--- src/rtl/sound_pkg.sv ---
// ----------------------------------------------------------------------------
// sound_pkg
// Shared definitions for the sound-effect scheduler:
//   - sound code constants (0 = no sound, 1..7 = effects)
//   - fixed issue priority table, index 0 = highest priority
//   - scheduler FSM state encoding
//   - small helper to count set bits in a request mask
// ----------------------------------------------------------------------------
package sound_pkg;

    localparam int NUM_SND = 7;

    localparam logic [2:0] SND_NONE      = 3'd0;
    localparam logic [2:0] SND_SELECT    = 3'd1;
    localparam logic [2:0] SND_CANCEL    = 3'd2;
    localparam logic [2:0] SND_MOVE      = 3'd3;
    localparam logic [2:0] SND_CAPTURE   = 3'd4;
    localparam logic [2:0] SND_ILLEGAL   = 3'd5;
    localparam logic [2:0] SND_PROMOTION = 3'd6;
    localparam logic [2:0] SND_GAMEOVER  = 3'd7;

    // Packed concatenation puts the last element at index 0, so index 0
    // (game over) is the most urgent and index 6 (select) the least.
    localparam logic [NUM_SND-1:0][2:0] PRIO_ORDER = {
        SND_SELECT, SND_CANCEL, SND_MOVE, SND_CAPTURE,
        SND_PROMOTION, SND_ILLEGAL, SND_GAMEOVER
    };

    typedef enum logic [2:0] {
        ST_IDLE,
        ST_ISSUE,
        ST_WAIT_START,
        ST_WAIT_DONE,
        ST_GAP
    } state_t;

    function automatic logic [3:0] popcnt7(input logic [NUM_SND-1:0] v);
        logic [3:0] n;
        n = '0;
        for (int i = 0; i < NUM_SND; i++) begin
            n = n + {3'b000, v[i]};
        end
        return n;
    endfunction

endpackage

--- src/rtl/sound_prio_pick.sv ---
// ----------------------------------------------------------------------------
// sound_prio_pick
// Combinational fixed-priority pick over the pending request mask.
// Ports:
//   i_mask  [6:0]  pending mask, bit i-1 = sound code i
//   o_code  [2:0]  highest-priority pending code (0 when mask is empty)
//   o_clr   [6:0]  one-hot mask of the picked bit (0 when mask is empty)
// ----------------------------------------------------------------------------
module sound_prio_pick
    import sound_pkg::*;
(
    input  logic [NUM_SND-1:0] i_mask,
    output logic [2:0]         o_code,
    output logic [NUM_SND-1:0] o_clr
);

    // Walk from lowest to highest priority so the last hit wins.
    always_comb begin
        o_code = SND_NONE;
        o_clr  = '0;
        for (int i = NUM_SND - 1; i >= 0; i--) begin
            if (i_mask[PRIO_ORDER[3'(i)] - 3'd1]) begin
                o_code = PRIO_ORDER[3'(i)];
                o_clr  = '0;
                o_clr[PRIO_ORDER[3'(i)] - 3'd1] = 1'b1;
            end
        end
    end

endmodule

--- src/rtl/sound_scheduler.sv ---
// ----------------------------------------------------------------------------
// sound_scheduler
// Coalesces sound-effect requests into a pending mask and issues them one at
// a time, highest priority first, to a single sound player.
// Ports:
//   clk           system clock
//   rstn          asynchronous active-low reset
//   req   [6:0]   request pulses, bit i-1 requests code i
//   mute          discards pending requests and blocks new issues
//   player_busy   player start/busy feedback
//   sound_code    code presented to the player, changes only on issue
//   play_sound    one-cycle issue pulse
//   pending [6:0] current pending mask
//   active        high from issue until the post-play gap has elapsed
//   timeout_err   one-cycle pulse when the player fails to start
//   coalesce_cnt  saturating count of requests merged into a pending bit
//   timeout_cnt   saturating count of start timeouts
// ----------------------------------------------------------------------------
module sound_scheduler
    import sound_pkg::*;
#(
    parameter int START_TIMEOUT = 16,
    parameter int GAP_CYCLES    = 1000000,
    parameter int CNT_W         = 8
) (
    input  logic               clk,
    input  logic               rstn,
    input  logic [6:0]         req,
    input  logic               mute,
    input  logic               player_busy,
    output logic [2:0]         sound_code,
    output logic               play_sound,
    output logic [6:0]         pending,
    output logic               active,
    output logic               timeout_err,
    output logic [CNT_W-1:0]   coalesce_cnt,
    output logic [CNT_W-1:0]   timeout_cnt
);

    // One timer serves both the start timeout and the gap; size it for the
    // larger of the two.
    localparam int TMR_MAX = (START_TIMEOUT > GAP_CYCLES) ? START_TIMEOUT : GAP_CYCLES;
    localparam int TMR_W   = $clog2(TMR_MAX + 1);
    localparam logic [TMR_W-1:0] START_LAST = TMR_W'((START_TIMEOUT > 0) ? START_TIMEOUT - 1 : 0);
    // GAP_CYCLES=0 still spends one cycle in GAP, so its last count is 0.
    localparam logic [TMR_W-1:0] GAP_LAST   = TMR_W'((GAP_CYCLES > 0) ? GAP_CYCLES - 1 : 0);

    function automatic logic [CNT_W-1:0] sat_add(input logic [CNT_W-1:0] a,
                                                 input logic [3:0]       b);
        logic [CNT_W+3:0] s;
        s = {4'b0000, a} + {{CNT_W{1'b0}}, b};
        return (|s[CNT_W+3:CNT_W]) ? '1 : s[CNT_W-1:0];
    endfunction

    state_t              r_state;
    state_t              w_state_nxt;
    logic [TMR_W-1:0]    r_timer;
    logic [TMR_W-1:0]    w_timer_nxt;
    logic [NUM_SND-1:0]  r_pending;
    logic [NUM_SND-1:0]  r_clr;
    logic [2:0]          r_code;
    logic                r_play;
    logic                r_terr;
    logic                r_active;
    logic [CNT_W-1:0]    r_coal_cnt;
    logic [CNT_W-1:0]    r_tout_cnt;

    logic [2:0]          w_pick_code;
    logic [NUM_SND-1:0]  w_pick_clr;
    logic [NUM_SND-1:0]  w_clear;
    logic [NUM_SND-1:0]  w_pend_nxt;
    logic [NUM_SND-1:0]  w_coal_bits;
    logic                w_issue;
    logic                w_timeout;

    sound_prio_pick u_pick (
        .i_mask (r_pending),
        .o_code (w_pick_code),
        .o_clr  (w_pick_clr)
    );

    // The issued bit is cleared at the end of the ISSUE cycle using the mask
    // captured with the code, so a request arriving in between cannot change
    // which bit gets cleared. A req on that same bit re-sets it.
    assign w_clear     = (r_state == ST_ISSUE) ? r_clr : '0;
    assign w_pend_nxt  = mute ? '0 : ((r_pending & ~w_clear) | req);
    assign w_coal_bits = mute ? '0 : (req & r_pending & ~w_clear);

    always_comb begin
        w_state_nxt = r_state;
        w_timer_nxt = r_timer;
        w_issue     = 1'b0;
        w_timeout   = 1'b0;
        case (r_state)
            ST_IDLE: begin
                if ((|r_pending) && !mute && !player_busy) begin
                    w_state_nxt = ST_ISSUE;
                    w_issue     = 1'b1;
                    w_timer_nxt = '0;
                end
            end
            ST_ISSUE: begin
                // Timer counts cycles since the play pulse, so the ISSUE
                // cycle itself is count 0.
                w_state_nxt = ST_WAIT_START;
                w_timer_nxt = r_timer + 1'b1;
            end
            ST_WAIT_START: begin
                if (player_busy) begin
                    w_state_nxt = ST_WAIT_DONE;
                end else if (r_timer == START_LAST) begin
                    w_state_nxt = ST_GAP;
                    w_timeout   = 1'b1;
                    w_timer_nxt = '0;
                end else begin
                    w_timer_nxt = r_timer + 1'b1;
                end
            end
            ST_WAIT_DONE: begin
                if (!player_busy) begin
                    w_state_nxt = ST_GAP;
                    w_timer_nxt = '0;
                end
            end
            ST_GAP: begin
                if (r_timer == GAP_LAST) begin
                    w_state_nxt = ST_IDLE;
                end else begin
                    w_timer_nxt = r_timer + 1'b1;
                end
            end
            default: begin
                w_state_nxt = ST_IDLE;
                w_timer_nxt = '0;
            end
        endcase
    end

    always_ff @(posedge clk or negedge rstn) begin
        if (!rstn) begin
            r_state    <= ST_IDLE;
            r_timer    <= '0;
            r_pending  <= '0;
            r_clr      <= '0;
            r_code     <= SND_NONE;
            r_play     <= 1'b0;
            r_terr     <= 1'b0;
            r_active   <= 1'b0;
            r_coal_cnt <= '0;
            r_tout_cnt <= '0;
        end else begin
            r_state    <= w_state_nxt;
            r_timer    <= w_timer_nxt;
            r_pending  <= w_pend_nxt;
            r_play     <= w_issue;
            r_terr     <= w_timeout;
            r_active   <= (w_state_nxt != ST_IDLE);
            r_coal_cnt <= sat_add(r_coal_cnt, popcnt7(w_coal_bits));
            if (w_issue) begin
                r_code <= w_pick_code;
                r_clr  <= w_pick_clr;
            end
            if (w_timeout) begin
                r_tout_cnt <= sat_add(r_tout_cnt, 4'd1);
            end
        end
    end

    assign sound_code   = r_code;
    assign play_sound   = r_play;
    assign pending      = r_pending;
    assign active       = r_active;
    assign timeout_err  = r_terr;
    assign coalesce_cnt = r_coal_cnt;
    assign timeout_cnt  = r_tout_cnt;

endmodule

--- config.mk ---
export PLATFORM = sky130hd
export DESIGN_NAME = sound_scheduler
export DESIGN_NICKNAME = d
export VERILOG_FILES = /design/src/rtl/sound_pkg.sv /design/src/rtl/sound_prio_pick.sv /design/src/rtl/sound_scheduler.sv
export SDC_FILE = /design/constraint.sdc
export NUM_CORES = 1
export LEC_CHECK = 0
export BUFFER_PORTS_ARGS = -buffer_cell sky130_fd_sc_hd__buf_2
export CAP_MARGIN = 20
export CORE_UTILIZATION = 55
export CTS_CLUSTER_DIAMETER = 40
export DETAILED_ROUTE_END_ITERATION = 10
export HOLD_SLACK_MARGIN = 0.06
export PLACE_DENSITY = 0.77
export SLEW_MARGIN = 10
export SYNTH_ARGS = -nofsm -noshare
export SYNTH_HDL_FRONTEND = slang
export SYNTH_SLANG_ARGS = --single-unit
--- constraint.sdc ---
create_clock -name clk -period 7.1 [get_ports clk]
set_input_delay 1.065 -clock clk [delete_from_list [all_inputs] [get_ports clk]]
set_output_delay 1.065 -clock clk [all_outputs]
set_load 0.02 [all_outputs]
==> reports/summary.txt <==
status -> finished, final reports clean
Max clock buf depth -> 2
Mapped Cells -> 314
H-tree Lvls -> 2
hold wc startpoint -> sound_code[2]
Worst-Margin Slew -> 0.8045 ns
dpl cell area -> 3308 um2
# fillers -> 431
Max Slew Vio Count -> 0
antenna violations before repair -> 0
Area Growth Syn to Fin -> 11.44%
I/O Buffers -> 39
YS warnings -> 0
Die W -> 76.48 um
number of synthesized flops with an enable pin -> 0
Ant. Diodes -> 0
clk_skew -> 0.01337 ns
CTS tree -> yes
CP arrival -> 4.90 ns
CP max stage cell -> fa_1
cts bufs inserted -> 5
top achievable clock speed -> 214.0 MHz
Hold EP -> sound_code[2]
antenna-violating nets left -> 0
Yosys top cell area share -> 0.4594
final hold viol count -> 0
die area -> 5848 um2
syn_nets -> 338
Post-CTS Setup Bufs -> 0
Residual DRC -> 0
vias in the first global route -> 2287
first-pass GRT wire length -> 10530 um
Rows -> 26
unique cell type count in the Yosys netlist -> 51
register area share after synthesis -> 0.4594
DP HPWL -> 4234 um
crit-path most repeated cell -> fa_1
RSZ-0062 raised after global routing -> no
crit-path cells -> buf_2, and3b_1, fa_1, inv_1, fa_1, inv_1, fa_1, ha_1, fa_1, a21o_1, a21oi_1, nand4bb_1, nand2_1, mux2_2
all-layer global routing usage -> 0.2238
RR Startpoint -> pending[0]
Core ar. -> 5238 um2
Tcrit/Tclk final -> 0.6581
hold depth -> 1
worst skew pair latency -> 0.33 ns
biggest cell delay along the critical path -> 0.53 ns
Vias/cell -> 5.905
Chip Height -> 76.48 um
multi-input logic area -> 1548 um2
flops & latches, synth -> 56
peak supply drop -> 0.0002135 V
startpoint types -> input port
count leader, synth -> dfrtp_1
dominant synthesized flop cell -> dfrtp_1
DR iter-0 viols -> 130
layout cells sized above 1 -> 0.1886
vias -> 2480
final setup fails -> 0
r2r endpoint -> coalesce_cnt[5]
first drt pass iteration count -> 4
data required time at the worst endpoint -> 7.33 ns
WP buf/inv -> 3
Worst Setup End Kind -> register
Slew Limit Headroom -> 0.4622
drt wl/cell -> 14.29 um
top cells by count, synth -> dfrtp_1, nand2_1, a21oi_1
largest net degree at the start of global routing -> 57
Top delay family on crit path -> adder cells
# IOs -> 40
initial core utilization -> 0.5824
Post-CTS Hold Buffers -> 0
Min Clock Period, post-route -> 4.673 ns
gpl congestion -> 0.8364
CP Class -> in -> reg
register area -> 1401 um2
Syn Area/Cell -> 9.715 um2
post-CTS sizing -> 0
cell accounting for the most synthesized area -> dfrtp_1
cell area power density -> 284.4 nW/um2
WL final -> 6001 um
CP Max Fanout -> 15
flop2flop setup slack -> 2.97 ns
Post-synth ARST share -> 1.000
Overflow after GRT -> 0
synth top area cells -> dfrtp_1, a21oi_1, nand2_1
final net count -> 373
Sink Count -> 56
Reg clk slew, reported paths -> 0.11 ns
Root Buffer -> clkbuf_8
maxcap violations -> 0
synthesized area -> 3050 um2
Sum Neg Setup Slack -> 0 ns
leak pwr -> 1.579 nW
Min-Delay Path Class -> reg -> reg
design area -> 3400 um2
worst r2r path cells -> 13
routing by layer:
layer  track usage  vias to the layer above  part of all wire
met5             0                        -                 0
met4       0.08846                        0             0.015
met3       0.04790                        8             0.040
met2        0.3550                       55              0.47
met1        0.2998                     1206              0.48
li1              -                     1211                 -
worst reg2reg max path, stage by stage, from the launching register on:
cell and delay [ns]:
dfrtp_1 0.43, and3b_1 0.21, fa_1 0.51, inv_1 0.06, fa_1 0.53, inv_1 0.05
fa_1 0.48, ha_1 0.24, fa_1 0.41, a21o_1 0.19, a21oi_1 0.29, nand4bb_1 0.30
nand2_1 0.08, mux2_2 0.25
where the power goes:
| group | switching, mW | internal [mW] |
|---|---|---|
| combinational | 0.214 | 0.136 |
| clock | 0.110 | 0.0709 |
| sequential | 0.0552 | 0.381 |
| total | 0.379 | 0.588 |
logic make-up after synthesis:
| family | after synthesis | share of synthesized area |
|---|---|---|
| compound gates | 65 | 0.1292 |
| xor+xnor | 4 | 0.01149 |
| fa+ha+maj | 13 | 0.06317 |
| flops | 56 | 0.4594 |
| mux | 10 | 0.03651 |
| simple gates | 142 | 0.2650 |
| buf+inv | 24 | 0.03527 |
registers in the layout, summed over array words and instances, names as in the netlist:
signal,flops
timeout_cnt,8
r_state,3
pending,7
r_clr,4
r_timer,20
timeout_err,1
play_sound,1
coalesce_cnt,8
sound_code,3
active,1
final cells by class:
cell class	count	area share
Clock inverter	3	0.006625
Clock buffer	5	0.02024
Multi-Input combinational cell	234	0.4553
Sequential cell	56	0.4122
Inverter	11	0.01215
Timing Repair Buffer	41	0.06772
Tap cell	70	0.02576
how the worst max path moves through the flow:
| stage | from | end | depth (start not counted) |
|---|---|---|---|
| floorplan | mute | coalesce_cnt[5] | 13 |
| global placement | mute | coalesce_cnt[5] | 14 |
| detailed placement | mute | coalesce_cnt[5] | 14 |
| CTS | mute | coalesce_cnt[5] | 14 |
| global route | mute | coalesce_cnt[5] | 14 |
| finish | mute | coalesce_cnt[5] | 14 |
cell usage in the layout, fill, tap and decap left out, drive strengths merged, types with 10 or more instances in the layout:
master and n:
a21oi 26, buf 41, dfrtp 56, inv 12, nand2 32, nand3 15, nand4 12, nor2 24
o21ai 14, o31ai 11, or4 10
stage by stage:
stage | setup slack (ns) | util | power [mW] | hold slack [ns] | instances
2_1_floorplan | 2.546 | - | 0.6836 | 0.4450 | 314
3_3_place_gp | 2.165 | 0.6264 | 0.7656 | 0.4428 | 411
3_5_place_dp | 2.048 | 0.6316 | 0.7935 | 0.4537 | 412
4_1_cts | 2.416 | 0.6491 | 0.9729 | 0.4792 | 420
5_1_grt | 2.190 | 0.6491 | 1.035 | 0.5201 | 420
6_report | 2.427 | 0.6491 | 0.9669 | 0.4702 | 420
Note: power is estimated with default switching activity, not from simulation.
